`src/rtl/exc_sched.sv`:
```
// M-stage exception/interrupt/ERET scheduler: decides a take, kills M, then
// sequences a one-cycle flush+redirect with a CP0 pulse and a settle guard.
module exc_sched #(
    parameter logic [31:0] HANDLER_PC   = 32'h0000_4180,
    parameter int          GUARD_CYCLES = 2
) (
    input  logic        clk,
    input  logic        reset,
    input  logic        valid_M,
    input  logic [6:2]  ExcCode_M,
    input  logic        BD_M,
    input  logic [31:0] PC_M,
    input  logic        eret_M,
    input  logic [7:2]  HWInt,
    input  logic [7:2]  IM,
    input  logic        IE,
    input  logic        EXL,
    input  logic [31:0] EPC_cp0,
    output logic        kill_M,
    output logic        ExcReq,
    output logic        EretReq,
    output logic [6:2]  ExcCode_out,
    output logic        BD_out,
    output logic [31:0] EPC_out,
    output logic        flush,
    output logic        redirect,
    output logic [31:0] redirect_PC,
    output logic        busy
);

    typedef enum logic [1:0] {IDLE, FLUSH, GUARD} state_t;

    localparam logic [3:0] GUARD_LOAD = 4'(GUARD_CYCLES - 1);

    state_t     state, state_nxt;
    logic [3:0] guard_cnt;
    logic       is_eret;
    logic       int_hit, exc_hit, take_trap, take_eret;

    // A delay-slot instruction restarts at its branch, one word earlier.
    function automatic logic [31:0] epc_of(input logic bd, input logic [31:0] pc);
        return bd ? pc - 32'd4 : pc;
    endfunction

    assign int_hit   = IE & ~EXL & (|(HWInt & IM));
    assign exc_hit   = (ExcCode_M != 5'd0) & ~EXL;
    assign take_trap = valid_M & (int_hit | exc_hit);
    assign take_eret = valid_M & eret_M & ~take_trap;

    always_ff @(posedge clk or posedge reset) begin
        if (reset) state <= IDLE;
        else       state <= state_nxt;
    end

    always_comb begin
        state_nxt = state;
        case (state)
            IDLE:    if (take_trap || take_eret) state_nxt = FLUSH;
            FLUSH:   state_nxt = GUARD;
            GUARD:   if (guard_cnt == 4'd0) state_nxt = IDLE;
            default: state_nxt = IDLE;
        endcase
    end

    always_comb begin
        kill_M   = 1'b0;
        flush    = 1'b0;
        redirect = 1'b0;
        ExcReq   = 1'b0;
        EretReq  = 1'b0;
        busy     = (state != IDLE);
        case (state)
            IDLE: kill_M = take_trap | take_eret;
            FLUSH: begin
                flush    = 1'b1;
                redirect = 1'b1;
                ExcReq   = ~is_eret;
                EretReq  = is_eret;
            end
            default: ;
        endcase
    end

    always_ff @(posedge clk or posedge reset) begin
        if (reset) begin
            guard_cnt <= 4'd0;
        end else if (state == FLUSH) begin
            guard_cnt <= GUARD_LOAD;
        end else if (state == GUARD && guard_cnt != 4'd0) begin
            guard_cnt <= guard_cnt - 4'd1;
        end
    end

    // Take latches: only written on an accepted take in IDLE, held otherwise.
    always_ff @(posedge clk or posedge reset) begin
        if (reset) begin
            ExcCode_out <= 5'd0;
            BD_out      <= 1'b0;
            EPC_out     <= 32'd0;
            redirect_PC <= HANDLER_PC;
            is_eret     <= 1'b0;
        end else if (state == IDLE) begin
            if (take_trap) begin
                ExcCode_out <= int_hit ? 5'd0 : ExcCode_M;
                BD_out      <= BD_M;
                EPC_out     <= epc_of(BD_M, PC_M);
                redirect_PC <= HANDLER_PC;
                is_eret     <= 1'b0;
            end else if (take_eret) begin
                redirect_PC <= EPC_cp0;
                is_eret     <= 1'b1;
            end
        end
    end

endmodule

```
`config.mk`:
```
export PLATFORM = sky130hd
export DESIGN_NAME = exc_sched
export DESIGN_NICKNAME = d
export VERILOG_FILES = /design/src/rtl/exc_sched.sv
export SDC_FILE = /design/constraint.sdc
export NUM_CORES = 1
export LEC_CHECK = 0
export ABC_CLOCK_PERIOD_IN_PS = 5400
export BUFFER_PORTS_ARGS = -buffer_cell sky130_fd_sc_hd__clkbuf_2
export CORE_ASPECT_RATIO = 0.9
export CORE_MARGIN = 2
export CORE_UTILIZATION = 30
export DETAILED_ROUTE_END_ITERATION = 8
export PLACE_DENSITY = 0.67
export SLEW_MARGIN = 5
export SYNTH_ARGS = -nofsm -noshare
export SYNTH_HDL_FRONTEND = slang
export SYNTH_SLANG_ARGS = --single-unit
```
`constraint.sdc`:
```
create_clock -name clk -period 5.4 [get_ports clk]
set_input_delay 0.27 -clock clk [delete_from_list [all_inputs] [get_ports clk]]
set_output_delay 0.27 -clock clk [all_outputs]
set_load 0.03 [all_outputs]
```
Yosys cells after proc, flatten, opt, wreduce, memory -nomap -nowiden
Cells that the tools add are included.
{"block": "word_totals", "input_bits": 88, "regBits": 77, "memories": 0, "latch_bits": 0, "out_inout_bits": 76, "elab_cells": 53, "ramBits": 0, "romBits": 0}
{"block": "classes", "n_bitwise": 12, "n_reduce_logical": 13, "addsub": 2, "div_mod_pow": 0, "mux": 15, "order_cmp": 0, "mul": 0, "n_eq_ne": 4, "n_shift": 0}
{"cell": "32-bit two-way mux", "count": 3}
{"cell": "32-bit by 3-bit subtractor with 32-bit output, second input constant", "count": 1}
{"cell": "4-bit two-way mux", "count": 2}
{"cell": "1-bit bitwise AND", "count": 6}
{"cell": "6-bit bitwise AND", "count": 1}
{"cell": "1-bit two-way mux", "count": 6}
{"cell": "2-bit one-hot mux with 3 select lines", "count": 1}
{"cell": "2-bit AND reduction", "count": 3}
{"cell": "2-bit nonzero test", "count": 3}
{"cell": "6-bit OR reduction", "count": 1}
{"cell": "5-bit two-way mux", "count": 1}
{"cell": "5-bit nonzero test", "count": 1}
{"cell": "4-bit logical NOT", "count": 1}
{"cell": "2-bit two-way mux", "count": 2}
{"cell": "2-bit != test, second input constant", "count": 2}
{"cell": "4-bit nonzero test", "count": 1}
{"cell": "4-bit by 1-bit subtractor with 4-bit output, second input constant", "count": 1}
{"cell": "1-bit NOT", "count": 3}
{"cell": "2-bit by 1-bit == test with 1-bit output, second input constant", "count": 1}
{"cell": "2-bit == test, second input constant", "count": 1}
{"cell": "2-bit logical NOT", "count": 1}
{"cell": "1-bit bitwise OR", "count": 2}
{"cell": "1-bit logical AND", "count": 1}
{"cell": "1-bit logical OR", "count": 1}

Depth between registers and ports, before layout
Gate-level depths: netlist of the first run.
{"block": "depth", "ltp_word": 10, "mapped_depth": 6, "depth_no_buf": 6}

Worst setup path after synthesis of the first run
No wires, ideal clock.
{"block": "synth_path", "kind": "in2out", "from": "input port ExcCode_M[2] (netlist name)", "to": "output port kill_M", "path_stages": 5, "slack_ns": 3.403, "arrival_ns": 1.727, "n_path_buf": 1, "required_time_ns": 5.130, "cell_sequence": "or4_1 -> o21ai_0 -> a31o_2 -> clkbuf_1 -> inv_1"}
{"block": "synth_between", "elab_chain_cells": 8}
{"item": "start: declaration", "line_no": "10", "source": "input logic [6:2] ExcCode_M,"}
{"item": "5-bit nonzero test (*)", "line_no": "46", "source": "assign exc_hit = (ExcCode_M != 5'd0) & ~EXL;"}
{"item": "1-bit bitwise AND (*)", "line_no": "46"}
{"item": "1-bit bitwise OR (*)", "line_no": "47", "source": "assign take_trap = valid_M & (int_hit | exc_hit);"}
{"item": "1-bit bitwise AND (*)", "line_no": "47"}
{"item": "1-bit NOT", "line_no": "48", "source": "assign take_eret = valid_M & eret_M & ~take_trap;"}
{"item": "1-bit bitwise AND", "line_no": "48"}
{"item": "1-bit bitwise OR (*)", "line_no": "73", "source": "IDLE: kill_M = take_trap | take_eret;"}
{"item": "1-bit two-way mux (*)", "line_no": "72", "source": "case (state)"}
{"item": "end: declaration", "line_no": "19", "source": "output logic kill_M,"}
Every way passes the cells marked *; elsewhere a longest branch is shown, timed or not.

Final worst setup path of the first run
Ends and elaborated chain as after synthesis.

==> results.md, run 1 <==
Drt:
- The number of optimization iterations in the first detailed-route pass is 4.
- The count of antenna-violating nets left after detailed routing is 0.
- The remaining design rule violation count is 0.
- The final route contains 3296 vias.
- The routed design uses 577 microns of met3 wire.
- The post-detailed-route wirelength per cell is 16.0 microns.
- After detailed routing, the total wire length is 10.4 mm.
- The routed design uses 5.08 mm of met2 wire.
- Routed signal wires occupy layers up through met4.
- Using the TritonRoute via totals, the vias-per-cell ratio works out to 5.06.
- The detailed router put a total of 4.57 mm of wire on met1.
- In this run, the number of DRC markers left after iteration 0 of detailed routing was 170.

Yosys:
- The number of flops mapped to enable cells by yosys is 0.
- Yosys printed 0 warnings.
- The sequential-to-total area share from yosys stat is 0.523.
- The fraction of synthesis flops using an asynchronous set or reset pin is 1.00.
- The cell area that synthesis handed to floorplanning was 0.00369 sq mm.
- When the netlist entered floorplanning its net count stood at 422.
- The average instance area after synthesis is 11.1 sq um.
- The flop and latch count out of synthesis is 77.
- The count of different cell masters after synthesis is 49.
- After technology mapping, the gate count stands at 331.
- The most common flop cell mapped by yosys is sky130_fd_sc_hd__dfrtp_1.

Layout:
- The number of fillers in the final layout is 1176.
- The final net count is 578.
- The number of diodes added for antenna fixing is 0.
- The storage element area is 0.00193 sq mm.
- Of the cells placed in the final design, the portion with a size suffix greater than 1 is 0.437.
- The area growth from synthesis to layout is 35.1%.
- The top cell types in the final layout, fill and taps aside, are 163 x sky130_fd_sc_hd__clkbuf_2, 74 x sky130_fd_sc_hd__dfrtp_1, 29 x sky130_fd_sc_hd__a22o_1.
- The final cell utilization of the core is 0.415.
- Leaving out fill and tap cells, the most frequent cell in the layout is sky130_fd_sc_hd__clkbuf_2.
- The post-route non-filler standard cell count is 652.
- The multi-input combinational cell area is 0.00163 sq mm.

Timing:
- Headroom to the max-slew limit came out at 0.231.
- The number of hold violations in the final report is 0.
- Setup repair after global routing left no endpoint under its margin.
- The setup violation total in the final timing report is 0.
- The number of pins with negative max-slew slack in the final report is 0.
- The slew at the pin closest to its max-slew limit is 1.15 ns.
- The setup clock skew after layout is 0.00686 ns.
- Setup total negative slack on the finished layout was measured at 0 ns.
- For the finished layout, the period the worst path requires is 2.58 ns.
- After layout, the worst setup slack is 2.82 ns.
- The portion of the clock cycle consumed by the worst path in the final layout is 0.478.
- Derived from the worst setup path, the maximum achievable clock frequency is 387 MHz.

Floorplan:
- For this configuration, the core starts out at a cell density of 0.307.
- The floorplan step set the die height to 109 microns.
- The die is 121 microns wide.
- The floorplan has 38 rows.
- In this run the count of I/O pins placed on the die edge is 164.
- The placeable core region is 0.0120 sq mm.
- The overall die area is 0.0132 sq mm.

Pwr:
- The power per cell area is 546 mW/mm^2.
- The combinational cell fraction of total power is 0.410.
- Internal power comes to 1.58 mW.
- The reported net switching power is 1.14 mW.
- The fraction of power spent switching nets is 0.419.
- The share of total power in sequential cells is 0.344.
- In this run the static leakage power is 2.36 nW.
- After layout, the design draws a total of 2.72 mW.
- Across the VDD grid, the largest voltage drop is 0.000286 V.
- The portion of total power attributed to the clock network is 0.245.

Placement:
- The count of placed standard cells including taps is 636.
- The half-perimeter wire length after detailed placement is 7.61 mm.
- The worst slack after detailed placement is 2.63 ns.
- The number of input and output port buffers inserted is 163.
- The placer congestion estimate is 0.847.

CTS:
- TritonCTS built the clock tree.
- The maximum clock path buffer count is 2.
- The cts-stage hold buffer count is 0.
- CTS saw 77 sinks.
- The later pin in the worst-skew pair is clocked with a latency of 0.34 ns.
- The level count of the clock H-tree is 3.
- The tree is rooted in a sky130_fd_sc_hd__clkbuf_16.
- Clock-pin slew was measured on the worst setup and hold paths at 0.06 ns.
- Buffers inserted during clock tree synthesis total 9.
- Post-CTS timing repair inserted 0 buffers for setup.
- The count of cells resized by post-cts repair is 0.

Setup path:
- The number of cells on the worst reg-to-reg path is 3.
- The worst register-to-register path has a setup slack of 2.97 ns.
- Along the worst path, the maximum fanout reaches 31.
- The data arrival at the endpoint of the critical path is 2.31 ns.
- The critical path's top delay family is compound AO/OA/AOI/OAI gates.
- On the worst path, the slowest cell contributes a delay of 0.66 ns.
- The most common cell type on the critical path is sky130_fd_sc_hd__clkbuf_2.
- The worst setup path is of the in2out kind.
- The startpoint identified for the worst register-to-register timing path is state[0].
- The endpoint type of the worst setup path is an output pin.
- The number of buffers and inverters on the critical path is 3.
- The slowest stage of the critical path belongs to the cell sky130_fd_sc_hd__a31o_2.
- The critical path goes through clkbuf_2, or4_1, o21ai_0, a31o_2, inv_1, clkbuf_2.
- The capture point of the worst reg-to-reg path is EPC_out[13].
- STA classifies the critical path startpoint as a primary input.
- The endpoint required time on the critical path is 5.13 ns.

Global route:
- The number of global-route vias before repair is 3272.
- For this run the aggregate overflow at the end of global routing stands at 0.
- The first-pass GRT wire length is 16.4 mm.
- The initial antenna violation count was 0.
- The overall routing resource usage is 0.160.
- The maximum number of pins on one net before global-route repair is 78.

Min path:
- The startpoint identified for the worst hold timing path is EPC_cp0[8].
- The worst hold path terminates at redirect_PC[8].
- The number of instances on the worst hold path is 3.
- The class of the tightest hold or removal check is in2reg.

Outcome:
- The run finished with clean final reports.

Flow run:
- The count of max-cap constraint violations is 0.
[per-stage QoR]
step / hold WS (ns) / cell area [sq um]
3_3_place_gp: 0.459 / 4660
6_report: 0.111 / 4990
3_5_place_dp: 0.473 / 4660
2_1_floorplan: 0.359 / 3690
5_1_grt: 0.105 / 4990
4_1_cts: 0.0936 / 4990
[synth_stat cells, types with 3 or more instances]
cell | n | area, sq um
sky130_fd_sc_hd__buf_2 | 4 | 20.0
sky130_fd_sc_hd__or3_1 | 7 | 43.8
sky130_fd_sc_hd__nand2_1 | 6 | 22.5
sky130_fd_sc_hd__o211ai_1 | 5 | 37.5
sky130_fd_sc_hd__inv_1 | 18 | 67.6
sky130_fd_sc_hd__nor2_1 | 9 | 33.8
sky130_fd_sc_hd__nand3_1 | 3 | 15.0
sky130_fd_sc_hd__clkbuf_1 | 14 | 52.6
sky130_fd_sc_hd__nand4_1 | 4 | 25.0
sky130_fd_sc_hd__or4_1 | 11 | 82.6
sky130_fd_sc_hd__xnor2_1 | 10 | 87.6
sky130_fd_sc_hd__xor2_1 | 4 | 35.0
sky130_fd_sc_hd__o21ai_0 | 12 | 60.1
sky130_fd_sc_hd__mux2_2 | 16 | 180
sky130_fd_sc_hd__o31ai_1 | 9 | 67.6
sky130_fd_sc_hd__a21oi_1 | 3 | 15.0
sky130_fd_sc_hd__nor3b_1 | 3 | 22.5
sky130_fd_sc_hd__a31oi_1 | 17 | 106
sky130_fd_sc_hd__dfstp_2 | 3 | 78.8
sky130_fd_sc_hd__o41ai_1 | 3 | 26.3
sky130_fd_sc_hd__a22o_1 | 29 | 254
sky130_fd_sc_hd__dfrtp_1 | 74 | 1850
sky130_fd_sc_hd__a2bb2oi_1 | 3 | 26.3
sky130_fd_sc_hd__nand2b_1 | 4 | 25.0
sky130_fd_sc_hd__nor3_1 | 26 | 130
sky130_fd_sc_hd__ha_1 | 3 | 37.5
sky130_fd_sc_hd__a22oi_1 | 3 | 22.5
[worst register-to-register path, cell delays in order (launching register included)]
cell	delay, ns
sky130_fd_sc_hd__dfrtp_1	0.41
sky130_fd_sc_hd__or3b_2	0.56
sky130_fd_sc_hd__a21oi_4	0.89
sky130_fd_sc_hd__mux2_2	0.44
[flip-flops by register name (all words and copies together) (netlist names)]
signal / count
redirect_PC: 32
BD_out: 1
state: 2
is_eret: 1
EPC_out: 32
ExcCode_out: 5
guard_cnt: 4
[power groups by stage]
| stage | sequential [mW] | clock (mW) | combinational [mW] |
|---|---|---|---|
| finish | 0.938 | 0.668 | 1.12 |
| global route | 0.968 | 0.708 | 1.20 |
| CTS | 0.940 | 0.688 | 1.13 |
| detailed placement | 0.945 | 0 | 1.13 |
| global placement | 0.938 | 0 | 1.11 |
| floorplan | 1.34 | 0 | 0.366 |
[how the worst max path moves through the flow]
stage,from,to,cells after the start
after floorplan,reset,BD_out,1
after global placement,ExcCode_M[2],redirect_PC[23],5
after detailed placement,ExcCode_M[2],redirect_PC[13],5
after CTS,ExcCode_M[2],kill_M,6
after global routing,ExcCode_M[2],kill_M,6
final,ExcCode_M[2],kill_M,6
[cells by family (layout without fill, tap and decap cells)]
logic type / count (synthesis) / in the layout / share of synthesized area
adders and majority gates: 3 / 3 / 0.0102
DFF: 77 / 77 / 0.523
and+or+nand+nor: 93 / 93 / 0.161
AOI/OAI and AO/OA: 88 / 88 / 0.177
muxes: 18 / 18 / 0.0543
xor gates and xnor gates: 14 / 14 / 0.0332
buffers and inverters: 38 / 199 / 0.0410
[final cells by class]
cell class	instances	area share
sequential	77	0.387
tap	160	0.0402
inverter	18	0.0138
clock inverter	7	0.0211
timing repair buffer	165	0.167
clock buffer	9	0.0452
multi-input combinational	216	0.326
[routing by layer]
layer / GRT usage / vias up
li1: - / 1584
met1: 0.207 / 1589
met2: 0.248 / 103
met3: 0.0492 / 20
met4: 0.0706 / 0
met5: 0 / -
(Power assumes the default switching activity.)
==> inputs of run 2 (changes only) <==
--- a/config.mk
+++ b/config.mk
@@ -5,7 +5,7 @@
 export SDC_FILE = /design/constraint.sdc
 export NUM_CORES = 1
 export LEC_CHECK = 0
-export ABC_CLOCK_PERIOD_IN_PS = 5400
+export ABC_CLOCK_PERIOD_IN_PS = 2500
 export BUFFER_PORTS_ARGS = -buffer_cell sky130_fd_sc_hd__clkbuf_2
 export CORE_ASPECT_RATIO = 0.9
 export CORE_MARGIN = 2
==> constraint.sdc (replaced) <==
create_clock -name clk -period 2.5 [get_ports clk]
set_input_delay 0.125 -clock clk [delete_from_list [all_inputs] [get_ports clk]]
set_output_delay 0.125 -clock clk [all_outputs]
set_load 0.03 [all_outputs]
==> results.md, run 2 (same netlist as run 1, synthesis figures left out) <==
Global route:
- The overflow left after global routing is 0 (unchanged).
- The first-pass GRT wire length is 16.7 mm (was 16.4 mm).
- The overall routing resource usage is 0.163 (was 0.160).
- The number of global-route vias before repair was 3380 (was 3272).
- The initial antenna violation count is 0 (unchanged).
- The maximum number of pins on one net before global-route repair is 41 (was 78).

Pwr:
- The highest ir drop seen on vdd came to 0.000563 V (was 0.000286 V).
- The power per cell area came to 1110 mW/mm^2 (was 546 mW/mm^2).
- The overall power after layout came to 5.92 mW (was 2.72 mW).
- The leakage component of the power is 2.51 nW (was 2.36 nW).

CTS:
- The maximum clock path buffer count is 2 (unchanged).
- The CTS tree is yes (unchanged).
- The count of cells resized by post-cts repair is 0 (unchanged).
- The number of CTS-inserted buffers is 9 (unchanged).
- The later-pin clock latency in the skew report is 0.34 ns (about the same).
- The clock-pin slew on the worst setup and hold paths is 0.06 ns (about the same).
- The master cell of the clock root buffer is sky130_fd_sc_hd__clkbuf_16 (unchanged).
- The clock sink total was 77 (unchanged).
- The level count of the clock H-tree is 3 (unchanged).

Setup path:
- The stage delay of the slowest cell on the critical path is 0.67 ns (was 0.66 ns).
- The startpoint type of the worst setup path is a primary input (unchanged).
- The most common cell type on the critical path is sky130_fd_sc_hd__clkbuf_2 (unchanged).
- The endpoint type of the worst setup path was an output pin (unchanged).
- The slowest cell on the critical path was sky130_fd_sc_hd__o21ai_0 (was sky130_fd_sc_hd__a31o_2).
- The maximum fanout encountered on the critical timing path is 15 (was 31).
- Critical-path cell list: clkbuf_2, or4_1, o21ai_0, a31o_2, inv_1, clkbuf_2 (unchanged).
- The endpoint required time on the critical path came to 2.38 ns (was 5.13 ns).
- The category of the most critical setup path is in2out (unchanged).
- The data arrival at the endpoint of the critical path came to 2.25 ns (was 2.31 ns).
- The total buffers and inverters traversed by the critical path is 3 (unchanged).
- The critical path's top delay family is compound AO/OA/AOI/OAI gates (unchanged).

Drt:
- The remaining design rule violation count is 0 (unchanged).
- The number of optimization iterations in the first detailed-route pass is 4 (unchanged).
- The overall via count from detail_route is 3487 (was 3296).
- The count of antenna-violating nets left after detailed routing is 0 (unchanged).
- The first-iteration detailed-routing DRC count is 181 (was 170).
- The mean number of vias per cell was 5.09 (was 5.06).
- The total wirelength of the detailed-routed design came to 10.9 mm (was 10.4 mm).
- The post-detailed-route wirelength per cell is 16.0 microns (about the same).

Timing:
- The slew at the pin closest to its max-slew limit is 0.881 ns (was 1.15 ns).
- The setup violation total in the final timing report is 0 (unchanged).
- The setup clock skew after layout is 0.00399 ns (was 0.00686 ns).
- The highest achievable clock rate is 421 MHz.
- The number of hold violations in the final report is 0 (unchanged).
- The portion of the clock cycle consumed by the worst path in the final layout is 0.950.
- The worst path needs 2.38 ns of the cycle, external delays included.
- The relative max-transition margin came to 0.413 (was 0.231).
- The setup TNS is 0 ns (unchanged).
- The worst-case hold slack is 0.0135 ns (was 0.111 ns).
- The number of pins with negative max-slew slack in the final report was 0 (unchanged).

Min path:
- The class of the tightest hold or removal check is in2reg (unchanged).

Floorplan:
- The die span in y came to 109 microns (unchanged).
- The number of top-level design ports was 164 (unchanged).
- The placeable core region was 0.0120 sq mm (unchanged).
- The overall die area is 0.0132 sq mm (unchanged).
- The die outline width is 121 microns (unchanged).
- The starting density of the core is 0.307 (unchanged).
- The count of standard-cell rows is 38 (unchanged).

Placement:
- The half-perimeter wire length after detailed placement was 7.56 mm (was 7.61 mm).
- The number of input and output port buffers inserted is 163 (unchanged).
- The placer congestion estimate is 0.836 (was 0.847).
- The count of placed standard cells including taps was 640 (was 636).

Flow run:
- The count of max-cap constraint violations came to 0 (unchanged).

Layout:
- The final net count is 611 (was 578).
- The post-route non-filler standard cell count was 685 (was 652).
- The number of fillers in the final layout came to 1141 (was 1176).
- The final cell utilization of the core is 0.443 (was 0.415).
- The number of diodes added for antenna fixing is 0 (unchanged).
- The multi-input combinational cell area is 0.00163 sq mm (about the same).
- The layout cell share with drive strength beyond 1 is 0.417 (was 0.437).
- Most frequent cells in the layout: 163 x sky130_fd_sc_hd__clkbuf_2, 74 x sky130_fd_sc_hd__dfrtp_1, 29 x sky130_fd_sc_hd__a22o_1 (unchanged).
- The storage element area is 0.00193 sq mm (unchanged).
- The most common cell after layout, fill and taps aside is sky130_fd_sc_hd__clkbuf_2 (unchanged).
- The area overhead of the layout relative to synthesis is 44.3% (was 35.1%).
- Registers with the most flip-flops: EPC_out x32, redirect_PC x32, ExcCode_out x5 (unchanged).

Outcome:
- Outcome: finished, final reports clean (unchanged).
-- run 2: changes by cell type in the layout (fill, tap and decap cells not counted) --
cell / delta
sky130_fd_sc_hd__buf_4: +2
sky130_fd_sc_hd__inv_8: -1
sky130_fd_sc_hd__dlygate4sd3_1: +28
sky130_fd_sc_hd__a21oi_2: +1
sky130_fd_sc_hd__buf_12: +2
sky130_fd_sc_hd__clkinvlp_4: -1
sky130_fd_sc_hd__clkinv_4: +1
sky130_fd_sc_hd__clkbuf_1: +1
-- run 2: final timing paths --
kind | slack [ns] | startpoint | endpoint | cells past startpoint
worst min-delay path | 0.01 | EPC_cp0[16] | redirect_PC[16] | 2
max in group asynchronous | 1.39 | reset | redirect_PC[7] | 4
worst max register to register | 0.37 | state[0] | EPC_out[0] | 3
min in group asynchronous | 0.41 | reset | EPC_out[0] | 3
worst min register to register | 0.50 | redirect_PC[4] | redirect_PC[4] | 1
worst max-delay path | 0.12 | ExcCode_M[2] | kill_M | 6
-- run 2: routing by layer --
layer  GRT usage  routed length, microns
met5           0                       0
met4      0.0689                     299
met3      0.0596                     589
met2       0.259                    5390
met1       0.199                    4650
-- run 2: repair_timing --
| item | 4_1_cts | 5_1_grt |
|---|---|---|
| buffers inserted | 0 | 0 |
| endpoints found under the hold margin | 64 | 0 |
| hold buffers | 28 | 0 |
| setup endpoints to repair | 0 | 16 |
-- run 2: report_power, final --
part           switching, mW  internal [mW]
Sequential             0.282           1.74
Clock                  0.542          0.885
Combinational           1.64          0.832
Total                   2.46           3.46
-- run 2: metrics by stage --
step | worst slack (ns) | cell area [sq um]
2_1_floorplan | 0.413 | 3690
3_3_place_gp | 0.153 | 4710
3_5_place_dp | 0.108 | 4710
4_1_cts | 0.0910 | 5320
5_1_grt | -0.0120 | 5320
6_report | 0.124 | 5320
-- run 2: cell type report --
class / count / share of cell area
Multi-Input combinational cell: 217 / 0.307
Clock inverter: 6 / 0.0179
Clock buffer: 10 / 0.0430
Inverter: 18 / 0.0129
Timing Repair Buffer: 197 / 0.219
Sequential cell: 77 / 0.363
Tap cell: 160 / 0.0376
